### config.mk
export PLATFORM = sky130hd
export DESIGN_NAME = mem_issue_queue
export DESIGN_NICKNAME = d
export VERILOG_FILES = /design/src/rtl/mem_issue_queue.sv
export SDC_FILE = /design/constraint.sdc
export NUM_CORES = 1
export LEC_CHECK = 0
export ABC_AREA = 0
export CAP_MARGIN = 20
export CORE_MARGIN = 3
export CORE_UTILIZATION = 63
export CTS_CLUSTER_SIZE = 8
export DETAILED_ROUTE_END_ITERATION = 12
export HOLD_SLACK_MARGIN = 0.1
export PLACE_DENSITY = 0.86
export SYNTH_ARGS = -nofsm -noshare
export SYNTH_HDL_FRONTEND = slang
export SYNTH_SLANG_ARGS = --single-unit
### constraint.sdc
create_clock -name CLK -period 24.7 [get_ports CLK]
set_input_delay 2.47 -clock CLK [delete_from_list [all_inputs] [get_ports CLK]]
set_output_delay 2.47 -clock CLK [all_outputs]
set_load 0.02 [all_outputs]
### src/rtl/mem_issue_queue.sv
// In-order load/store issue queue between EXE and MEM. Stores wait for a ROB commit credit.
// Optional feature macro MEMQ_EMPTY_BYPASS_EN: a load meeting an empty queue goes straight to the output registers.
module mem_issue_queue #(
    parameter int DEPTH  = 8,
    parameter int PTR_W  = 3,
    parameter int CRED_W = 4
) (
    input  logic              CLK,
    input  logic              RESET,
    input  logic              enq_valid,
    output logic              enq_ready,
    input  logic [31:0]       enq_instr,
    input  logic [31:0]       enq_pc,
    input  logic [31:0]       enq_alu_result,
    input  logic [31:0]       enq_mem_wdata,
    input  logic [5:0]        enq_alu_control,
    input  logic [4:0]        enq_wreg,
    input  logic              enq_regwrite,
    input  logic              enq_memread,
    input  logic              enq_memwrite,
    input  logic [5:0]        enq_map,
    input  logic              store_commit,
    input  logic              flush,
    output logic [31:0]       Instr1_OUT,
    output logic [31:0]       Instr1_PC_OUT,
    output logic [31:0]       ALU_result1_OUT,
    output logic [31:0]       MemWriteData1_OUT,
    output logic [5:0]        ALU_Control1_OUT,
    output logic [4:0]        WriteRegister1_OUT,
    output logic              RegWrite1_OUT,
    output logic              MemRead1_OUT,
    output logic              MemWrite1_OUT,
    output logic [5:0]        RegWr_map_OUT,
    output logic [PTR_W:0]    count,
    output logic [CRED_W-1:0] credits
);

    typedef struct packed {
        logic [31:0] instr;
        logic [31:0] pc;
        logic [31:0] alu_result;
        logic [31:0] wdata;
        logic [5:0]  alu_control;
        logic [4:0]  wreg;
        logic        regwrite;
        logic        memread;
        logic        memwrite;
        logic [5:0]  map;
    } mem_op_t;

    mem_op_t            queue_mem [DEPTH];
    logic [PTR_W-1:0]   head;
    logic [PTR_W-1:0]   tail;
    mem_op_t            out_q;
    mem_op_t            out_next;
    mem_op_t            enq_op;
    mem_op_t            head_op;
    logic               head_eligible;
    logic               store_issue;
    logic               bypass_take;
    logic               enq_write;
    logic [PTR_W:0]     count_next;
    logic [CRED_W-1:0]  credits_next;

    assign enq_op = {enq_instr, enq_pc, enq_alu_result, enq_mem_wdata, enq_alu_control,
                     enq_wreg, enq_regwrite, enq_memread, enq_memwrite, enq_map};
    assign head_op   = queue_mem[head];
    assign enq_ready = (count != (PTR_W+1)'(DEPTH));

    // A blocked store at the head stalls everything behind it; there is no bypass around it.
    assign head_eligible = (count != '0) && (!head_op.memwrite || (credits != '0));
    assign store_issue   = head_eligible && head_op.memwrite;

`ifdef MEMQ_EMPTY_BYPASS_EN
    assign bypass_take = (count == '0) && enq_valid && !enq_memwrite;
`else
    assign bypass_take = 1'b0;
`endif

    assign enq_write = enq_valid && enq_ready && !bypass_take;

    // NOTE: every variable gets a default at the top of always_comb so no latch is inferred.
    always_comb begin
        out_next     = '0;
        count_next   = count;
        credits_next = credits;

        if (head_eligible)
            out_next = head_op;
        else if (bypass_take)
            out_next = enq_op;

        case ({enq_write, head_eligible})
            2'b10:   count_next = count + 1'b1;
            2'b01:   count_next = count - 1'b1;
            default: count_next = count;
        endcase

        if (store_commit && !store_issue) begin
            if (credits != '1)
                credits_next = credits + 1'b1;
        end else if (!store_commit && store_issue) begin
            credits_next = credits - 1'b1;
        end
    end

    // NOTE: sequential state uses non-blocking assignments so all registers update from pre-edge values.
    always_ff @(posedge CLK) begin
        if (RESET || flush) begin
            head    <= '0;
            tail    <= '0;
            count   <= '0;
            credits <= '0;
            out_q   <= '0;
        end else begin
            if (head_eligible)
                head <= head + 1'b1;
            if (enq_write)
                tail <= tail + 1'b1;
            count   <= count_next;
            credits <= credits_next;
            out_q   <= out_next;
        end
    end

    // NOTE: queue storage has no reset; entries are only read once count says they were written.
    always_ff @(posedge CLK) begin
        if (enq_write)
            queue_mem[tail] <= enq_op;
    end

    assign Instr1_OUT         = out_q.instr;
    assign Instr1_PC_OUT      = out_q.pc;
    assign ALU_result1_OUT    = out_q.alu_result;
    assign MemWriteData1_OUT  = out_q.wdata;
    assign ALU_Control1_OUT   = out_q.alu_control;
    assign WriteRegister1_OUT = out_q.wreg;
    assign RegWrite1_OUT      = out_q.regwrite;
    assign MemRead1_OUT       = out_q.memread;
    assign MemWrite1_OUT      = out_q.memwrite;
    assign RegWr_map_OUT      = out_q.map;

endmodule
==> results of run 1 <==
-- critical path, delay by kind of cell --
kind                   cells  cell delay (ns)
buffers and inverters      3             2.17
AND/OR/NAND/NOR            2             0.55
-- how the worst min path moves through the flow --
stage	from	end	slack, ns	cells past startpoint
finish	head[2]	flip-flop	0.53	2
CTS	head[2]	flip-flop	0.51	2
global placement	head[2]	flip-flop	0.47	2
floorplan	head[2]	flip-flop	0.46	2
detailed placement	head[2]	flip-flop	0.47	2
global route	head[2]	flip-flop	0.54	2
-- synth_stat cells, types with 7 or more instances --
library cell and count:
sky130_fd_sc_hd__buf_1 8, sky130_fd_sc_hd__buf_2 27, sky130_fd_sc_hd__buf_4 16, sky130_fd_sc_hd__clkbuf_1 51, sky130_fd_sc_hd__dfxtp_1 165, sky130_fd_sc_hd__edfxtp_1 1184
sky130_fd_sc_hd__ha_1 7, sky130_fd_sc_hd__mux2i_1 156, sky130_fd_sc_hd__mux4_2 295, sky130_fd_sc_hd__nand2_1 10, sky130_fd_sc_hd__nor2_1 159, sky130_fd_sc_hd__nor3_1 7
sky130_fd_sc_hd__xor2_1 7
-- per-stage QoR --
step | area [um^2] | setup WS (ns) | power [mW] | std cells
final | 58400 | 19.73 | 5.09 | 3760
after global routing | 58400 | 19.39 | 5.23 | 3758
after floorplan | 48700 | 7.09 | 2.68 | 2136
after CTS | 58400 | 19.73 | 5.13 | 3746
after detailed placement | 52900 | 19.05 | 2.76 | 3400
after global placement | 52900 | 19.13 | 2.75 | 3400
-- state kept, by name, indices dropped and copies added (netlist names), named ones only --
register and count:
MemWriteData1_OUT 32, credits 4, count 4, ALU_Control1_OUT 6, MemWrite1_OUT 1, RegWr_map_OUT 6
Instr1_OUT 32, Instr1_PC_OUT 32, tail 3, WriteRegister1_OUT 5, queue_mem 1184, MemRead1_OUT 1
head 3, ALU_result1_OUT 32, RegWrite1_OUT 1
-- per-layer routing --
metal  GRT usage (%)  wire length [um]
met5               0                57
met4            11.7              3980
met3            5.73              8530
met2            49.9             61400
met1            36.7             40500
-- cell type report --
class,instances,area share [%]
Antenna cell,13,0.0557
Inverter,2,0.0128
Clock buffer,334,9.04
Timing Repair Buffer,337,5.82
Clock inverter,12,0.313
Multi-Input combinational cell,683,16.0
Tap cell,1030,2.21
Sequential cell,1349,66.5
-- logic make-up after synthesis --
family          after synthesis
compound gates               19
xor+xnor                      7
fa+ha+maj                     8
buf+inv                     104
flops                      1349
mux                         452
simple gates                197
-- report_power, final --
part	internal, mW	switching (mW)	total [mW]	leakage [nW]
clock	1.44	0.936	2.37	2.59
sequential	2.52	0.0148	2.53	12.1
combinational	0.0868	0.102	0.189	3.55
total	4.04	1.05	5.09	18.2
==> results.txt, run 1 <==
----------------------------------------------------
[Floorplan]
  Y dimension of the die ... ~280 um
  Die Width ... 284 um
  Total number of placement rows ... ~100
  Die Area ... 80600 um^2
  Core outline area ... 76200 um^2
  I/O Pins ... 310
  Effective utilization at floorplan ... 63.9%

[Critical path]
  Critical Path Sink Type ... flip-flop
  Slowest stage delay, CP ... 0.87 ns
  Reg-to-reg endpoint ... MemWriteData1_OUT[24]
  Class of the most critical setup path ... input port to flip-flop
  CP Data Required Time ... 25.07 ns
  Cell seen most often among critical-path stages ... sky130_fd_sc_hd__buf_4
  CP max FO ... between 60 and 70
  Worst Reg-to-Reg Cells ... 7
  CP startpoint ... enq_valid
  Minimum setup slack among reg-to-reg paths ... about 20 ns
  Type of origin of the critical path ... input port
  Data arrival time of the critical path ... 5.34 ns
  CP max stage cell ... sky130_fd_sc_hd__buf_4
  Critical Path, Cell by Cell ... clkdlybuf4s50_1 > nand2_1 > nor3_2 > buf_4 > buf_4
  Critical path endpoint ... queue_mem[1][103]

[STA]
  Final critical path time including I/O delays and setup ... 4.97 ns
  Headroom to the max-slew limit ... 17.5%
  Total count of max-transition violations in the final report ... 0
  Accumulated negative setup slack ... 0 ns
  Setup repair after global routing missed its margin ... no
  Worst clock skew on the final layout ... 0.0189 ns
  Highest clock rate ... 201 MHz
  Worst hold slack ... 0.527 ns
  Count of endpoints failing setup in the final report ... 0
  Worst Tran Pin Value ... 1.24 ns
  Final Hold Vio Count ... 0
  Part of the cycle the worst path needs ... 20.1%

[Status]
  Outcome ... completed

[Placement]
  Detailed placer's ending HPWL ... 55300 um
  Count of input and output buffers ... 309
  Global placement routability congestion ... 0.764

[Run]
  Count of max-cap constraint violations ... 0

[Drt]
  DRT antenna net count ... 0
  Per-cell routed wire length ... 30.4 um
  Via density per instance ... 6.29
  Number of DRC violations after detailed-routing iteration 0 ... 2466
  DRC ... 0
  Via total after detailed routing ... 23600
  1st-pass router iterations ... 5
  Routed Wire Length ... roughly 110000 um

[Finish]
  Layout overhead on the synthesized area ... 20.1%
  Commonest cells after routing, fill and taps aside ... 1184 x sky130_fd_sc_hd__edfxtp_1, 309 x sky130_fd_sc_hd__clkdlybuf4s50_1, 295 x sky130_fd_sc_hd__mux4_2
  Sequential cell area ... between 30000 and 40000 um^2
  Number of filler instances in the final layout ... 3683
  Core utilization of the finished layout ... between 70% and 80%
  Most common cell after layout, fill and taps aside ... sky130_fd_sc_hd__edfxtp_1
  Share of post-route cells with drive strength above 1 ... 19.9%
  Multi-input logic area ... ~9400 um^2
  Net count of the finished layout ... 2720

[Logic synthesis]
  Yosys top cell by area ... sky130_fd_sc_hd__edfxtp_1
  XOR/XNOR share of the synthesized area ... 0.126%
  Leading post-synthesis cells by cell area ... sky130_fd_sc_hd__edfxtp_1 73%, sky130_fd_sc_hd__mux4_2 14%, sky130_fd_sc_hd__dfxtp_1 6.8%
  Syn Inst Count ... 2136
  Post-synthesis area per instance ... 22.8 um^2
  Area fraction in and, or, nand and nor cells after synthesis ... 1.66%
  Portion of netlist area occupied by mux cells ... 16.9%
  EDFF count, synth ... 1184
  Warning count from the yosys run ... 0
  Most used flip-flop cell after synthesis ... sky130_fd_sc_hd__edfxtp_1
  Post-synthesis sequential element count ... around 1300
  Post-synthesis instance area ... 48700 um^2
  Sequential-to-total area share from yosys stat ... 79.9%
  Number of different library cells in the post-synthesis netlist ... 33
  Top-area cell type share of the netlist area ... 73.1%
  Post-Synthesis Net Count ... between 2000 and 2500
  Synth Area in Compound Gates ... 0.249%
  Fraction of registers with async set/reset ... 0%
  Dominant combinational cell family by area after synthesis ... multiplexers
  Arithmetic-cell share of the synthesized area counting full adders, half adders and majority gates ... 0.221%

[Clock tree]
  Number of clock buffers inserted by TritonCTS ... 186
  Clock transition at the register clock pins on the worst setup and hold paths after CTS ... 0.05 ns
  H-tree levels ... 4
  CTS tree ... yes
  Post-cts repair resize count ... 0
  Clk_lat worst skew ... 0.74 ns
  Setup Buffers After CTS ... 0
  Master cell of the clock root buffer ... sky130_fd_sc_hd__clkbuf_16
  Number of hold-repair buffers added at the cts stage ... 0
  Clock tree buffer depth ... 3
  Sinks on the clock net ... around 1300

[Global routing]
  Vias in the first global route ... 25300
  Maximum number of pins on one net before global-route repair ... 149
  First-pass GRT wire length ... 170000 um
  Antenna violations before repair ... 19
  Global-route usage over all layers ... 29.0%
  Global-route congestion overflow total ... 0

[Power and ir drop]
  Pwr Density ... approximately 87 nW/um^2
  Static leakage ... around 18 nW
  Max VDD drop ... 0.0830 mV

[Hold path]
  Worst min-delay path class ... flip-flop to flip-flop

----------------------------------------------------
Power figures use the tool's default switching activity.
==> run 2, diff against run 1 <==
--- a/config.mk
+++ b/config.mk
@@ -8,11 +8,11 @@
 export ABC_AREA = 0
 export CAP_MARGIN = 20
 export CORE_MARGIN = 3
-export CORE_UTILIZATION = 63
+export CORE_UTILIZATION = 53
 export CTS_CLUSTER_SIZE = 8
 export DETAILED_ROUTE_END_ITERATION = 12
 export HOLD_SLACK_MARGIN = 0.1
-export PLACE_DENSITY = 0.86
+export PLACE_DENSITY = 0.77
 export SYNTH_ARGS = -nofsm -noshare
 export SYNTH_HDL_FRONTEND = slang
 export SYNTH_SLANG_ARGS = --single-unit
==> constraint.sdc (replaced) <==
create_clock -name CLK -period 4.5 [get_ports CLK]
set_input_delay 0.45 -clock CLK [delete_from_list [all_inputs] [get_ports CLK]]
set_output_delay 0.45 -clock CLK [all_outputs]
set_load 0.02 [all_outputs]
==> run 2 against run 1 <==
Count of clock-buffer cells in the layout is 2 higher. Non-clock buffer count rose by 47. Utilization is 11 points lower. Setup slack got worse by 18 ns. Hold slack got worse by 0.14 ns. Clock skew is 0.014 ns higher. Critical endpoint is now count[2]. Highest routed layer unchanged.
==> results.txt, run 2 (same netlist as run 1, synthesis figures left out) <==
----------------------------------------------------
[Status]
  Outcome ... completed

[Critical path]
  Reg-to-reg endpoint ... count[2]
  Data arrival time of the critical path ... 3.71 ns (-1.63 ns)
  Worst Reg-to-Reg Cells ... 11 (+4)
  Type of origin of the critical path ... flip-flop
  Class of the most critical setup path ... flip-flop to flip-flop
  CP max stage cell ... sky130_fd_sc_hd__dfxtp_4
  Critical Path, Cell by Cell ... mux2i_1 > mux4_2 > o21ai_2 > inv_1 > ha_1 > xor2_1 > ha_1 > a21oi_1 > xor2_1 > or3_1 > a21oi_1
  Minimum setup slack among reg-to-reg paths ... 1.46 ns (-18.39 ns)
  CP max FO ... 16 (-74%)
  Critical Path Sink Type ... flip-flop
  CP Data Required Time ... 5.17 ns (-19.90 ns)
  Slowest stage delay, CP ... 0.55 ns (-0.32 ns)

[Floorplan]
  I/O Pins ... 310 (unchanged)
  Effective utilization at floorplan ... 53.7% (-10 points)
  Total number of placement rows ... 110 (+8.9%)
  Die Area ... 95500 um^2 (+18%)
  Core outline area ... 90600 um^2 (+19%)
  Y dimension of the die ... 309 um (+8.8%)
  Die Width ... 309 um (+8.8%)

[Power and ir drop]
  Static leakage ... 18.6 nW (+1.8%)
  Max VDD drop ... 0.394 mV (+370%)
  Pwr Density ... 469 nW/um^2 (+440%)

[Global routing]
  Antenna violations before repair ... 14 (-5)
  Maximum number of pins on one net before global-route repair ... 169 (+13%)
  Vias in the first global route ... 24800 (-1.8%)
  First-pass GRT wire length ... 158000 um (-7.1%)
  Global-route usage over all layers ... 22.6% (-6.4 points)
  Global-route congestion overflow total ... 0 (unchanged)

[STA]
  Worst Tran Pin Value ... 1.20 ns (-0.0330 ns)
  Worst clock skew on the final layout ... 0.0325 ns (+0.0136 ns)
  Total count of max-transition violations in the final report ... 0 (unchanged)
  Slack of the critical path ... 1.46 ns (-18.26 ns)
  Highest clock rate ... 329 MHz
  Final critical path time including I/O delays and setup ... 3.04 ns
  Headroom to the max-slew limit ... 19.7% (+2.2 points)
  Final Hold Vio Count ... 0 (unchanged)
  Count of endpoints failing setup in the final report ... 0 (unchanged)
  Part of the cycle the worst path needs ... 67.4%
  Setup repair after global routing missed its margin ... no

[Clock tree]
  Clk_lat worst skew ... 0.75 ns (about the same)
  H-tree levels ... 4 (unchanged)
  CTS tree ... yes
  Master cell of the clock root buffer ... sky130_fd_sc_hd__clkbuf_16
  Sinks on the clock net ... 1349 (unchanged)
  Number of hold-repair buffers added at the cts stage ... 0 (unchanged)
  Number of clock buffers inserted by TritonCTS ... 187 (+0.54%)
  Clock tree buffer depth ... 3 (unchanged)
  Clock transition at the register clock pins on the worst setup and hold paths after CTS ... 0.05 ns (about the same)
  Setup Buffers After CTS ... 0 (unchanged)
  Post-cts repair resize count ... 0 (unchanged)

[Finish]
  Share of post-route cells with drive strength above 1 ... 21.5% (+1.6 points)
  Top register by number of flip-flops ... queue_mem
  Most common cell after layout, fill and taps aside ... sky130_fd_sc_hd__edfxtp_1
  Layout overhead on the synthesized area ... 21.9%
  Number of filler instances in the final layout ... 5664 (+54%)
  Net count of the finished layout ... 2768 (+1.8%)
  Post-Layout Inst Area ... 59300 um^2 (+1.5%)
  Max reg flops ... 1184 (unchanged)
  Commonest cells after routing, fill and taps aside ... 1184 x sky130_fd_sc_hd__edfxtp_1, 309 x sky130_fd_sc_hd__clkdlybuf4s50_1, 295 x sky130_fd_sc_hd__mux4_2

[Drt]
  Per-cell routed wire length ... 26.7 um (-12%)
  DRC ... 0 (unchanged)
  Via density per instance ... 5.81 (-7.5%)
  Number of DRC violations after detailed-routing iteration 0 ... 2030 (-18%)
  DRT antenna net count ... 0 (unchanged)
  Via total after detailed routing ... 23000 (-2.8%)
  1st-pass router iterations ... 7 (+2)
  Routed Wire Length ... 105000 um (-7.9%)

[Hold path]
  Sink of the worst hold path ... credits[3]
  Worst min-delay path class ... input port to flip-flop
  Critical hold path startpoint ... RESET
  Hold-critical path depth ... 3 (+1)

[Placement]
  Count of input and output buffers ... 309 (unchanged)
  Detailed placer's ending HPWL ... 57000 um (+3.1%)
  Global placement routability congestion ... 0.732 (-4.1%)
  Area after detailed placement ... 53700 um^2 (+1.6%)
  Worst slack after detailed placement ... 1.32 ns (-17.73 ns)

[Run]
  Count of max-cap constraint violations ... 0 (unchanged)

----------------------------------------------------
==> run 2: final cells by class <==
type,count,area [um^2],area share [%]
clock inverters,14,285,0.481
diodes,9,22.5,0.0380
clock buffers,336,5270,8.88
inverters,2,7.51,0.0127
flip-flops and latches,1349,38900,65.5
multi-input cells,683,9440,15.9
repair buffers,384,3950,6.66
well taps,1176,1470,2.48
==> run 2: power breakdown <==
| part | internal (mW) | switching (mW) | total, mW |
|---|---|---|---|
| clock | 7.89 | 5.07 | 13.0 |
| sequential | 13.8 | 0.0625 | 13.9 |
| combinational | 0.488 | 0.529 | 1.02 |
| total | 22.2 | 5.66 | 27.9 |
==> run 2: how the worst max path moves through the flow <==
stage | startpoint | end | slack (ns) | cells past startpoint
detailed placement | enq_valid | queue_mem[7][96] | 1.32 | 4
global placement | enq_valid | queue_mem[7][96] | 1.35 | 4
CTS | flip-flop | Instr1_OUT[20] | 1.39 | 5
finish | flip-flop | count[2] | 1.46 | 11
floorplan | count[1] | queue_mem[0][0] | -1.55 | 5
global route | flip-flop | Instr1_OUT[20] | 1.21 | 5
==> run 2: critical path: cells and delay by family (launching register included) <==
| kind | cells | cell delay [ns] |
|---|---|---|
| buf+inv | 1 | 0.11 |
| fa+ha+maj | 2 | 0.45 |
| flops | 1 | 0.55 |
| simple gates | 1 | 0.31 |
| xor+xnor | 2 | 0.26 |
| compound gates | 3 | 0.59 |
| mux | 2 | 0.67 |
==> run 2: stage by stage <==
stage / utilization, % / TNS [ns] / hold slack [ns] / instances / power [mW]
3_5_place_dp: 59.3 / 0 / 0.480 / 3594 / 15.1
3_3_place_gp: 59.3 / 0 / 0.467 / 3593 / 15.1
6_report: 65.5 / 0 / 0.388 / 3953 / 27.9
2_1_floorplan: - / -431.75 / 0.459 / 2136 / 14.7
5_1_grt: 65.5 / 0 / 0.387 / 3950 / 28.7
4_1_cts: 65.5 / 0 / 0.336 / 3944 / 28.1
==> run 2: layer usage <==
metal,vias to the layer above,wire (um),GRT usage [%]
li1,9791,-,-
met1,12000,39900,28.7
met2,955,55300,38.5
met3,197,7620,5.49
met4,12,2500,7.60
met5,-,92,0
